## config.mk

```make
export PLATFORM = sky130hd
export DESIGN_NAME = decode_stage_p
export DESIGN_NICKNAME = d
export VERILOG_FILES = /design/src/rtl/decode_pkg.sv /design/src/rtl/reg_file.sv /design/src/rtl/decode_stage_p.sv
export SDC_FILE = /design/constraint.sdc
export NUM_CORES = 1
export LEC_CHECK = 0
export BUFFER_PORTS_ARGS = -buffer_cell sky130_fd_sc_hd__buf_2
export CORE_UTILIZATION = 50
export DETAILED_ROUTE_END_ITERATION = 10
export GPL_TIMING_DRIVEN = 0
export PLACE_DENSITY_LB_ADDON = 0.12
export REMOVE_ABC_BUFFERS = 1
export SLEW_MARGIN = 20
export SYNTH_ARGS = -nofsm -noshare
export SYNTH_HDL_FRONTEND = slang
export SYNTH_SLANG_ARGS = --single-unit
```

## constraint.sdc

```tcl
create_clock -name clk -period 2.5 [get_ports clk]
set_input_delay 0.25 -clock clk [delete_from_list [all_inputs] [get_ports clk]]
set_output_delay 0.25 -clock clk [all_outputs]
set_load 0.005 [all_outputs]
```

## src/rtl/decode_pkg.sv

```systemverilog
// Shared definitions for the 16-bit core decode stage: instruction field
// positions, register address width and immediate-size encoding.
package decode_pkg;

    localparam int unsigned REG_AW  = 4;
    localparam int unsigned INSTR_W = 16;

    localparam int unsigned OPC_HI = 15;
    localparam int unsigned OPC_LO = 12;
    localparam int unsigned RD_HI  = 11;
    localparam int unsigned RD_LO  = 8;
    localparam int unsigned RS_HI  = 7;
    localparam int unsigned RS_LO  = 4;
    localparam int unsigned RT_HI  = 3;
    localparam int unsigned RT_LO  = 0;

    localparam int unsigned IMM4_HI = 3;
    localparam int unsigned IMM8_HI = 7;
    localparam int unsigned IMM9_HI = 8;

    typedef enum logic [1:0] {
        IMM4_S = 2'b00,
        IMM8_S = 2'b01,
        IMM9_S = 2'b10,
        IMM8_Z = 2'b11
    } imm_size_e;

endpackage

```

## src/rtl/reg_file.sv

```systemverilog
// Architectural register file: two combinational read ports that see a
// same-cycle write through the bypass, one synchronous write port.
module reg_file
    import decode_pkg::*;
#(
    parameter int unsigned DATA_W  = 16,
    parameter int unsigned NREGS   = 16,
    parameter bit          ZERO_R0 = 1'b1
) (
    input  logic              clk,
    input  logic              rst,
    input  logic [REG_AW-1:0] raddr1_i,
    input  logic [REG_AW-1:0] raddr2_i,
    output logic [DATA_W-1:0] rdata1_c_o,
    output logic [DATA_W-1:0] rdata2_c_o,
    input  logic              we_i,
    input  logic [REG_AW-1:0] waddr_i,
    input  logic [DATA_W-1:0] wdata_i
);

    localparam int unsigned IDX_W = (NREGS > 1) ? $clog2(NREGS) : 1;

    logic [DATA_W-1:0] regs_q [NREGS];
    logic [DATA_W-1:0] regs_d [NREGS];

    function automatic logic [DATA_W-1:0] read_port(input logic [REG_AW-1:0] a);
        if (ZERO_R0 && a == '0) return '0;
        if (we_i && waddr_i == a) return wdata_i;
        if (32'(a) < NREGS) return regs_q[a[IDX_W-1:0]];
        return '0;
    endfunction

    assign rdata1_c_o = read_port(raddr1_i);
    assign rdata2_c_o = read_port(raddr2_i);

    // Out-of-range addresses and R0 (when hardwired) never take a write.
    always_comb begin
        regs_d = regs_q;
        if (we_i && (32'(waddr_i) < NREGS) && !(ZERO_R0 && waddr_i == '0)) begin
            regs_d[waddr_i[IDX_W-1:0]] = wdata_i;
        end
    end

    always_ff @(posedge clk) begin
        if (!rst) begin
            for (int i = 0; i < int'(NREGS); i++) regs_q[i] <= '0;
        end else begin
            regs_q <= regs_d;
        end
    end

endmodule

```

## src/rtl/decode_stage_p.sv

```systemverilog
// Pipelined decode stage: field/immediate extraction, register read with
// writeback bypass, pending-write scoreboard and a valid/ready ID/EX register.
module decode_stage_p
    import decode_pkg::*;
#(
    parameter int unsigned DATA_W  = 16,
    parameter int unsigned NREGS   = 16,
    parameter bit          ZERO_R0 = 1'b1
) (
    input  logic               clk,
    input  logic               rst,
    input  logic               in_valid,
    output logic               in_ready,
    input  logic [INSTR_W-1:0] instr,
    input  logic [1:0]         imm_size,
    input  logic               src2_is_rd,
    input  logic               uses_src1,
    input  logic               uses_src2,
    input  logic               reg_write,
    input  logic               flush,
    input  logic               wb_en,
    input  logic [REG_AW-1:0]  wb_addr,
    input  logic [DATA_W-1:0]  wb_data,
    output logic               out_valid,
    input  logic               out_ready,
    output logic [3:0]         out_opcode,
    output logic [REG_AW-1:0]  out_rd,
    output logic               out_reg_write,
    output logic [DATA_W-1:0]  out_imm,
    output logic [DATA_W-1:0]  out_data1,
    output logic [DATA_W-1:0]  out_data2
);

    localparam int unsigned IDX_W = (NREGS > 1) ? $clog2(NREGS) : 1;

    logic [3:0]        opc_c;
    logic [REG_AW-1:0] rd_c, rs_c, rt_c, addr2_c;
    logic [DATA_W-1:0] rdata1_c, rdata2_c, imm_c;
    logic              hazard_c, accept_c;

    logic [NREGS-1:0]  busy_q, busy_d;
    logic              valid_q, valid_d;
    logic [3:0]        opc_q, opc_d;
    logic [REG_AW-1:0] rd_q, rd_d;
    logic              rw_q, rw_d;
    logic [DATA_W-1:0] imm_q, imm_d, d1_q, d1_d, d2_q, d2_d;

    assign opc_c   = instr[OPC_HI:OPC_LO];
    assign rd_c    = instr[RD_HI:RD_LO];
    assign rs_c    = instr[RS_HI:RS_LO];
    assign rt_c    = instr[RT_HI:RT_LO];
    assign addr2_c = src2_is_rd ? rd_c : rt_c;

    reg_file #(.DATA_W(DATA_W), .NREGS(NREGS), .ZERO_R0(ZERO_R0)) u_rf (
        .clk        (clk),
        .rst        (rst),
        .raddr1_i   (rs_c),
        .raddr2_i   (addr2_c),
        .rdata1_c_o (rdata1_c),
        .rdata2_c_o (rdata2_c),
        .we_i       (wb_en),
        .waddr_i    (wb_addr),
        .wdata_i    (wb_data)
    );

    function automatic logic in_range(input logic [REG_AW-1:0] a);
        return 32'(a) < NREGS;
    endfunction

    // A register still waits on its producer unless it writes back this cycle.
    function automatic logic pending(input logic [REG_AW-1:0] a);
        return in_range(a) && busy_q[a[IDX_W-1:0]] && !(wb_en && wb_addr == a);
    endfunction

    assign hazard_c = in_valid && ((uses_src1 && pending(rs_c)) ||
                                   (uses_src2 && pending(addr2_c)) ||
                                   (reg_write && pending(rd_c)));
    assign in_ready = rst && (!valid_q || out_ready) && !hazard_c && !flush;
    assign accept_c = in_valid && in_ready;

    always_comb begin
        imm_c = '0;
        case (imm_size_e'(imm_size))
            IMM4_S:  imm_c = DATA_W'($signed(instr[IMM4_HI:0]));
            IMM8_S:  imm_c = DATA_W'($signed(instr[IMM8_HI:0]));
            IMM9_S:  imm_c = DATA_W'($signed(instr[IMM9_HI:0]));
            IMM8_Z:  imm_c = DATA_W'(instr[IMM8_HI:0]);
            default: imm_c = '0;
        endcase
    end

    // Clears are applied before the set so a same-cycle set wins.
    always_comb begin
        busy_d  = busy_q;
        valid_d = valid_q;
        opc_d   = opc_q;
        rd_d    = rd_q;
        rw_d    = rw_q;
        imm_d   = imm_q;
        d1_d    = d1_q;
        d2_d    = d2_q;

        if (wb_en && in_range(wb_addr)) busy_d[wb_addr[IDX_W-1:0]] = 1'b0;
        if (flush && valid_q && rw_q && in_range(rd_q)) busy_d[rd_q[IDX_W-1:0]] = 1'b0;
        if (accept_c && reg_write && in_range(rd_c) && !(ZERO_R0 && rd_c == '0)) begin
            busy_d[rd_c[IDX_W-1:0]] = 1'b1;
        end

        if (accept_c) begin
            valid_d = 1'b1;
            opc_d   = opc_c;
            rd_d    = rd_c;
            rw_d    = reg_write;
            imm_d   = imm_c;
            d1_d    = rdata1_c;
            d2_d    = rdata2_c;
        end else if (flush || out_ready) begin
            valid_d = 1'b0;
        end
    end

    always_ff @(posedge clk) begin
        if (!rst) begin
            busy_q  <= '0;
            valid_q <= 1'b0;
            opc_q   <= '0;
            rd_q    <= '0;
            rw_q    <= 1'b0;
            imm_q   <= '0;
            d1_q    <= '0;
            d2_q    <= '0;
        end else begin
            busy_q  <= busy_d;
            valid_q <= valid_d;
            opc_q   <= opc_d;
            rd_q    <= rd_d;
            rw_q    <= rw_d;
            imm_q   <= imm_d;
            d1_q    <= d1_d;
            d2_q    <= d2_d;
        end
    end

    assign out_valid     = valid_q;
    assign out_opcode    = opc_q;
    assign out_rd        = rd_q;
    assign out_reg_write = rw_q;
    assign out_imm       = imm_q;
    assign out_data1     = d1_q;
    assign out_data2     = d2_q;

endmodule

```

# After elaboration in Yosys (flattened, before gate mapping)
# Cells that the tools add are included.
# totals
ff_bits,330
input_bits,48
out_inout_bits,59
wordCells,139
# op_classes
magnitude_cmp,12
n_eq_ne,6
mux,48
n_bitwise,8
n_reduce_logical,41
# op_table
operator,count
two-way mux 16 bit,18
bitwise mux 256 bit,1
binary-select mux 16 bit (select 4 bit),2
demux 16 bit (select 4 bit),1
case mux 16 bit (4 select lines),1
bitwise AND 16 bit,2
inverter 16 bit,2
"< comparator 4 x 5 -> 1 bit, second input constant",5
logical AND 1 bit,23
two-way mux 1 bit,18
zero test 4 bit,4
OR 16 bit,1
">= comparator 5 bit, second input constant",3
inverter 4 -> 5 bit,3
binary-select mux 1 bit (select 4 bit),3
demux 1 bit (select 4 bit),3
== test 4 bit,3
">= comparator 4 x 1 -> 1 bit, second input constant",3
zero test 1 bit,8
"< comparator 5 x 1 -> 1 bit, second input constant",1
"== test 2 bit, second input constant",2
logical OR 1 bit,4
two-way mux 4 bit,1
"== test 2 x 1 -> 1 bit, second input constant",1
2 further kinds,2

# Depth between registers and ports, before layout
# Gate-level depths: netlist (run 1).
# logic_depth
word_depth,16
ltp_mapped,11
depth_no_buf,7

# Modules after synthesis
# From an unflattened synthesis (run 1), not the netlist that was laid out.
# hier_totals
cells_unflattened,2008
hier_area_um2,17740.8
# by_module_without_submodules
mod,n_inst,cells_per_inst,area_per_inst_um2,seq_area_each_um2
reg_file,1,1611,14131.1,5124.9
decode_stage_p,1,397,3609.7,1341.3

# Worst setup path after synthesis (run 1)
# No wires, ideal clock.
# synth_path
path_type,in2reg
start,in instr[4]
end,"reg d1_q[7], in the netlist out_data1[7]"
setup_ns,0.128
t_arrival_ns,2.404
t_required_ns,2.372
setup_slack_ns,-0.032
path_stages,8
path_buffers,3
path_cell_list,buf_2 -> buf_2 -> buf_2 -> mux4_2 -> mux4_2 -> mux2_2 -> nand3_1 -> o21ai_0
# synth_via
elab_chain_len,12
word_cells_on_any_way,26
classes_between,eq/ne (1); mux (12); bitwise (1); reduce/logical (12)
# synth_rtl
item,line,source
start: declaration,decode_stage_p.sv:14,"input logic [INSTR_W-1:0] instr,"
branches (longest 12 deep; another with binary-select mux 1 bit (select 4 bit)),n/a,
end signal: assignment,decode_stage_p.sv:130,d1_q <= '0;
end signal: assignment,decode_stage_p.sv:139,d1_q <= d1_d;
end: declaration,decode_stage_p.sv:46,"logic [DATA_W-1:0] imm_q, imm_d, d1_q, d1_d, d2_q, d2_d;"
# Several ways; the timed one is not identified. The select of a mux whose other input is x is not followed.
# A chain may end at the register's enable or synchronous reset.

# Worst setup path after layout (run 1)
# layout_path
start,reg busy_q[10]
end,"reg imm_q[4], in the netlist out_imm[4]"
# layout_via
elab_chain_len,11
word_cells_on_any_way,19
classes_between,mux (6); reduce/logical (13)
# layout_rtl
item,line,source
start: declaration,decode_stage_p.sv:41,"logic [NREGS-1:0] busy_q, busy_d;"
start signal: assignment,decode_stage_p.sv:133,busy_q <= busy_d;
binary-select mux 1 bit (select 4 bit),decode_stage_p.sv:72,return in_range(a) && busy_q[a[IDX_W-1:0]] && !(wb_en && wb_addr == a);
two-way mux 1 bit (not written as such),decode_stage_p.sv:72,
logical AND 1 bit,decode_stage_p.sv:72,
logical AND 1 bit (on tied branches),"decode_stage_p.sv:75, decode_stage_p.sv:76",
logical OR 1 bit,decode_stage_p.sv:75,assign hazard_c = in_valid && ((uses_src1 && pending(rs_c)) ||
logical OR 1 bit *,decode_stage_p.sv:76,(uses_src2 && pending(addr2_c)) ||
logical AND 1 bit *,decode_stage_p.sv:75,
zero test 1 bit *,decode_stage_p.sv:78,assign in_ready = rst && (!valid_q || out_ready) && !hazard_c && !flush;
logical AND 1 bit * (2 in series),decode_stage_p.sv:78,
logical AND 1 bit *,decode_stage_p.sv:79,assign accept_c = in_valid && in_ready;
end signal: assignment,decode_stage_p.sv:138,imm_q <= imm_d;
end: declaration,decode_stage_p.sv:46,
# Mark *: on every way between the ends. The rest lies on a longest branch, timed or not. The select of a mux whose other input is x is not followed.

==> metrics.cfg, run 1 <==
[worst_hold_path]
hp-class = input port to flip-flop

[die]
num_io_pins = 107
dieArea_um2 = 34900
start_util_pct = 50.8
die_x_um = 187
rows = 67
core-area_um2 = 33600
die_y_um = 187

[sta]
whs_ps = 53.0
finalHoldViolCount = 0
max_freq_mhz = 382
setup_ws_ps = -115
rsz0062_at_grt = true
setup_viol = 29
period_minus_slack_ps = 2620
max_slew_margin_pct = 19.7
drv_slew = 0
clock_skew_ps = 10.4
tightest_slew_ps = 1200
finalCritPeriodShare_pct = 105

[worst_setup_path]
path_delay_family = multiplexers
cpMaxStageDelayCell = mux4_2
path_common_cell = buf_6
critical_path_class = flip-flop to flip-flop
worstPathArrival_ps = 3020
worstPathCellList = mux4_2, mux2i_1, mux2i_1, a32o_2, buf_6, a311oi_4, buf_6, buf_12, buf_12, buf_6, nand3_2, o211a_1
cp-start-kind = flip-flop
path_max_fanout = 8
r2r_setup_slack_ps = -120
timing.critical_path.slowest_cell_delay_ps = 460
crit_buf_inv = 5
critPathRequiredTime_ps = 2910
endpoint_kind = flip-flop

[power_and_ir_drop]
power.net_switching_w = 0.00309
clkPwrFrac_pct = 43.9
p_seq_share_pct = 44.0
powerDensity_nw_per_um2 = 598
static-leakage-power_nw = 6.92
combPwrFrac_pct = 12.1
max-vdd-ir-drop_mv = 0.514
switching_share_pct = 25.7
internal-power_w = 0.00895
finalPower_w = 0.0120

[routing]
viasPerCell = 6.24
drtPass1Iterations = 8
wire_per_inst_um = 23.6
totalWireLength_um = 56500
ant_nets = 0
drtIter0Drc = 1840
drcViolationCount = 0
vias = 14900

[cts]
clkSlewWorstSetupHoldPaths_ps = 60
cts_buffer_depth = 3
clock-sinks = 323
htreeDepth = 2
clk-insertion-delay-late_ps = 520
root_buffer = clkbuf_16
cts_made_buffers = 37
cts_tree = yes

[place]
pre_cts_slack_ps = -1740
io_buffers = 106
placed_cells = 2297
gp_congestion = 0.880
dp_hpwl_um = 33700

[synthesis]
yosysMostFrequentCell = nand2_1
yosysSeqAreaShare_pct = 37.8
avgSynthCellArea_um2 = 9.00
synth_simple_gate_area_share_pct = 17.8
yosysTopAreaCellShare_pct = 37.8
yosys-top-cells-area = dfxtp_1, mux4_2, nand2_1, a21boi_0, clkbuf_1
synthAdderAreaFrac_pct = 0
yosysTopAreaCell = dfxtp_1
netlist_instances = 1899
synth_top_family_by_area = multiplexers
synth_mux_area_share_pct = 20.8
netlist_area_um2 = 17100
ys_warn_count = 0
synth-compound-area-share_pct = 18.2
yosys_most_used_dff = dfxtp_1
ys_async_sr_fraction_pct = 0
synth_xor_area_share_pct = 0.564
synth_edf_count = 0
ys_types = 57
synth_common_cells = nand2_1, dfxtp_1, a21boi_0, clkbuf_1, mux4_2
synth-seq-cells = 323

[finish]
seqCellArea_um2 = 6480
diodes = 0
syn_to_final_growth_pct = 17.9
drive_above_1_share_pct = 24.6
final_util_pct = 60.0
multi_input_area_um2 = 10300
fin_nets = 1970
fin_cells = 2394
fillers = 2891

[global_route]
grtUsageTotal_pct = 31.9
antenna_found_initial = 0
grt_pass1_wl_um = 85400
grt_pass1_vias = 14000
grt_max_degree = 141
grt_overflow = 0

[run]
max_cap_viol_count = 0

[outcome]
violations = setup timing
run_status = complete, but fails checks

[timing repair]
| item | in CTS | in global routing |
|---|---|---|
| cloned | 5 | 3 |
| resized for setup | 79 | 59 |
| hold buffers | 5 | 0 |
| pin swaps | 6 | 20 |
| hold endpoints to repair | 5 | 0 |
| setup buffers | 18 | 4 |
| setup endpoints to repair | 67 | 62 |
[layout by cell type, fill, tap and decap left out, drive strengths merged, types with 2 or more instances in the layout]
cell         count
o22ai           25
xnor2            2
dfxtp          323
a2111oi          9
buf            164
nor2            20
nand4            3
inv              9
or2              3
nand2b          10
a21oi           74
xor2             9
dlygate4sd3      5
a211oi           7
mux2            17
a21boi         242
a31o             2
o2111ai         16
and2            19
o211a            5
nor3b            6
and3b            2
clkinv           3
clkbuf          61
a221oi           2
nand3b           4
mux4           135
o21ai           49
nand3           33
nor3            22
mux2i           29
nor2b           16
nand2          598
a31oi            5
[per-stage QoR]
stage	setup TNS (ps)	cell area (µm²)
global placement	-1021950	17400
finish	-1670	20200
floorplan	-278980	16300
CTS	-700	19900
detailed placement	-90690	18100
global route	-6010	20200
[worst min-delay path, cell delays in order]
cell and delay, ps:
buf_2 160, nand2_1 60, o21ai_0 60
[layer usage]
| metal | GRT usage (%) | share of wire, % | vias to the layer above |
|---|---|---|---|
| met5 | 0 | 0 | - |
| met4 | 12.8 | 3.9 | 0 |
| met3 | 5.87 | 9.8 | 138 |
| met2 | 47.5 | 44 | 767 |
| met1 | 45.7 | 43 | 7318 |
| li1 | - | - | 6721 |
[logic make-up after synthesis]
group                  after synthesis
flip-flops                         323
buffers and inverters              196
AO/OA/AOI/OAI                      449
multiplexers                       181
XOR/XNOR                            11
AND/OR/NAND/NOR                    739
[path summary, 6_finish.rpt]
| path | startpoint | endpoint | cells past startpoint |
|---|---|---|---|
| worst max register to register | busy_q[10]$_SDFF_PN0_ | out_imm[4]$_SDFFE_PN0P_ | 12 |
| worst max-delay path | busy_q[10]$_SDFF_PN0_ | out_imm[4]$_SDFFE_PN0P_ | 12 |
| worst min register to register | out_data1[2]$_SDFFE_PN0P_ | out_data1[2]$_SDFFE_PN0P_ | 2 |
| worst min-delay path | reg_write | out_reg_write$_SDFFE_PN0P_ | 3 |
[flip-flops by register name, summed over array words and instances (netlist names)]
| register | flops |
|---|---|
| u_rf.regs_q | 256 |
| out_rd | 4 |
| busy_q | 16 |
| out_valid | 1 |
| out_data2 | 16 |
| out_imm | 9 |
| out_reg_write | 1 |
| out_data1 | 16 |
| out_opcode | 4 |
[power groups by stage]
stage               Sequential (W)  Clock, W  Combinational (W)
global route               0.00531   0.00557            0.00154
CTS                        0.00530   0.00534            0.00140
finish                     0.00530   0.00528            0.00146
detailed placement         0.00541         0            0.00130
global placement           0.00541         0            0.00121
floorplan                  0.00540         0           0.000592
[layout make-up]
cell class	count	area share [%]
Multi-Input combinational cell	1380	50.9
Sequential cell	323	32.2
Timing Repair Buffer	173	8.22
Clock buffer	58	5.64
Tap cell	448	2.78
Clock inverter	5	0.174
Inverter	7	0.130
Note: power is estimated with default switching activity, not from simulation.
==> run 2: changes to the inputs <==
--- a/config.mk
+++ b/config.mk
@@ -6,6 +6,7 @@
 export NUM_CORES = 1
 export LEC_CHECK = 0
 export BUFFER_PORTS_ARGS = -buffer_cell sky130_fd_sc_hd__buf_2
+export CORE_MARGIN = 3
 export CORE_UTILIZATION = 50
 export DETAILED_ROUTE_END_ITERATION = 10
 export GPL_TIMING_DRIVEN = 0
==> metrics.cfg, run 2 (synthesis results as in run 1) <==
[worst_setup_path]
rr_worst_depth = 11  ; -1
critical_path_class = flip-flop to output port
path_max_fanout = 3  ; -5
critPathRequiredTime_ps = 2250  ; -660 ps
cp-start-kind = flip-flop
worstPathArrival_ps = 2370  ; -650 ps
endpoint_kind = output port

[die]
die_x_um = 191  ; +2.1%
num_io_pins = 107  ; unchanged
core-area_um2 = 33600  ; unchanged
rows = 67  ; unchanged
die_y_um = 191  ; +2.1%
dieArea_um2 = 36400  ; +4.3%
start_util_pct = 50.8  ; unchanged

[sta]
drv_slew = 0  ; unchanged
period_minus_slack_ps = 2620  ; +2.94 ps
max_slew_margin_pct = 19.0  ; -0.70 points
setup_viol = 25  ; -14%
tns_ps = -1010  ; +658 ps
finalCritPeriodShare_pct = 105  ; +0.12 points
whs_ps = 66.5  ; +13.5 ps
setup_ws_ps = -118  ; -2.94 ps
max_freq_mhz = 382  ; -0.11%
finalHoldViolCount = 0  ; unchanged
rsz0062_at_grt = true
tightest_slew_ps = 1210  ; +10.5 ps
clock_skew_ps = 9.41  ; -0.988 ps

[cts]
cts_tree = yes
root_buffer = clkbuf_16
clk-insertion-delay-late_ps = 520  ; about the same
cts_made_buffers = 37  ; unchanged
htreeDepth = 2  ; unchanged
cts_buffer_depth = 3  ; unchanged
clkSlewWorstSetupHoldPaths_ps = 70  ; about the same
clock-sinks = 323  ; unchanged

[run]
max_cap_viol_count = 0  ; unchanged

[routing]
vias = 15100  ; +0.76%
ant_nets = 0  ; unchanged
wire_per_inst_um = 24.6  ; +4.1%
drtIter0Drc = 1551  ; -16%
totalWireLength_um = 59000  ; +4.4%
drtPass1Iterations = 8  ; unchanged
viasPerCell = 6.27  ; +0.47%
drcViolationCount = 0  ; unchanged

[worst_hold_path]
hold_depth = 3  ; unchanged
hp-class = input port to flip-flop

[finish]
fin_nets = 1975  ; +0.25%
largest_reg_flops = 256  ; unchanged
final_common_cell = nand2_1
syn_to_final_growth_pct = 17.6
top_register = u_rf.regs_q
diodes = 0  ; unchanged
drive_above_1_share_pct = 22.8  ; -1.8 points
seqCellArea_um2 = 6480  ; about the same
multi_input_area_um2 = 10100  ; -1.8%
fillers = 2891  ; unchanged
layout_common_cells = nand2_1, dfxtp_1, a21boi_0

[place]
gp_congestion = 0.887  ; +0.90%
io_buffers = 106  ; unchanged
dp_hpwl_um = 34000  ; +1.1%

[global_route]
grt_pass1_wl_um = 87500  ; +2.4%
antenna_found_initial = 1  ; +1
grt_max_degree = 116  ; -18%
grtUsageTotal_pct = 31.5  ; -0.36 points
grt_pass1_vias = 14300  ; +2.1%
grt_overflow = 0  ; unchanged

[power_and_ir_drop]
finalPower_w = 0.0123  ; +2.1%
static-leakage-power_nw = 6.95  ; +0.46%
powerDensity_nw_per_um2 = 612  ; +2.4%
max-vdd-ir-drop_mv = 0.444  ; -13%

[outcome]
run_status = complete, but fails checks
violations = setup timing

## run 2: cell count changes in the layout (fill, tap and decap cells not counted), sizes merged
cell / delta
buf: +2
bufbuf: +1
bufinv: +2
clkbuf: +2
clkinv: +1
clkinvlp: +1
inv: -2
## run 2: metal layers
layer  track usage (%)  vias to the layer above  routed length [µm]
met5                 0                        -                  12
met4              13.4                        2                2590
met2              50.4                      833               27100
met1              42.1                     7324               23600
met3              5.92                      172                5750
li1                  -                     6727                   -
## run 2: what timing repair did
action                                  in CTS  in global routing
gates cloned                                 3                  5
setup buffers                               19                  9
hold buffers                                 5                  0
endpoints found under the setup margin      67                 55
pin swaps                                    7                  8
hold endpoints to repair                     5                  0
gates resized for setup                     44                 41
## run 2: power by group
| part | switching [W] | total (W) | internal, W |
|---|---|---|---|
| Sequential | 0.0000603 | 0.00530 | 0.00524 |
| Combinational | 0.000867 | 0.00146 | 0.000593 |
| Clock | 0.00221 | 0.00554 | 0.00333 |
## run 2: final cells by class
type                    count  area share [%]
well taps                 448            2.79
flip-flops and latches    323            32.2
multi-input cells        1380            50.1
clock buffers              58            5.65
clock inverters             7           0.492
inverters                   7           0.131
repair buffers            178            8.59
## run 2: path summary, 6_finish.rpt
kind	startpoint	endpoint	slack [ps]
worst min register to register	out_data1[11]$_SDFFE_PN0P_	out_data1[11]$_SDFFE_PN0P_	440
worst max-delay path	busy_q[6]$_SDFF_PN0_	in_ready	-120
worst max register to register	busy_q[6]$_SDFF_PN0_	busy_q[10]$_SDFF_PN0_	-100
worst min-delay path	reg_write	out_reg_write$_SDFFE_PN0P_	70
## run 2: through the flow
stage / setup slack [ps] / cells / utilization, % / area [µm²]
2_1_floorplan: -4420 / 1710 / - / 16300
3_3_place_gp: -8860 / 2264 / 51.7 / 17400
3_5_place_dp: -1770 / 2295 / 54.0 / 18100
4_1_cts: -84.0 / 2387 / 58.9 / 19800
5_1_grt: -189 / 2401 / 59.8 / 20100
6_report: -118 / 2401 / 59.8 / 20100
## run 2: critical path: stages (launching register included)
cell      delay (ps)
dfxtp_4          350
mux4_2           460
mux2i_1          160
mux2i_1          110
a32o_2           310
a31o_4           220
a21boi_2         110
buf_2            120
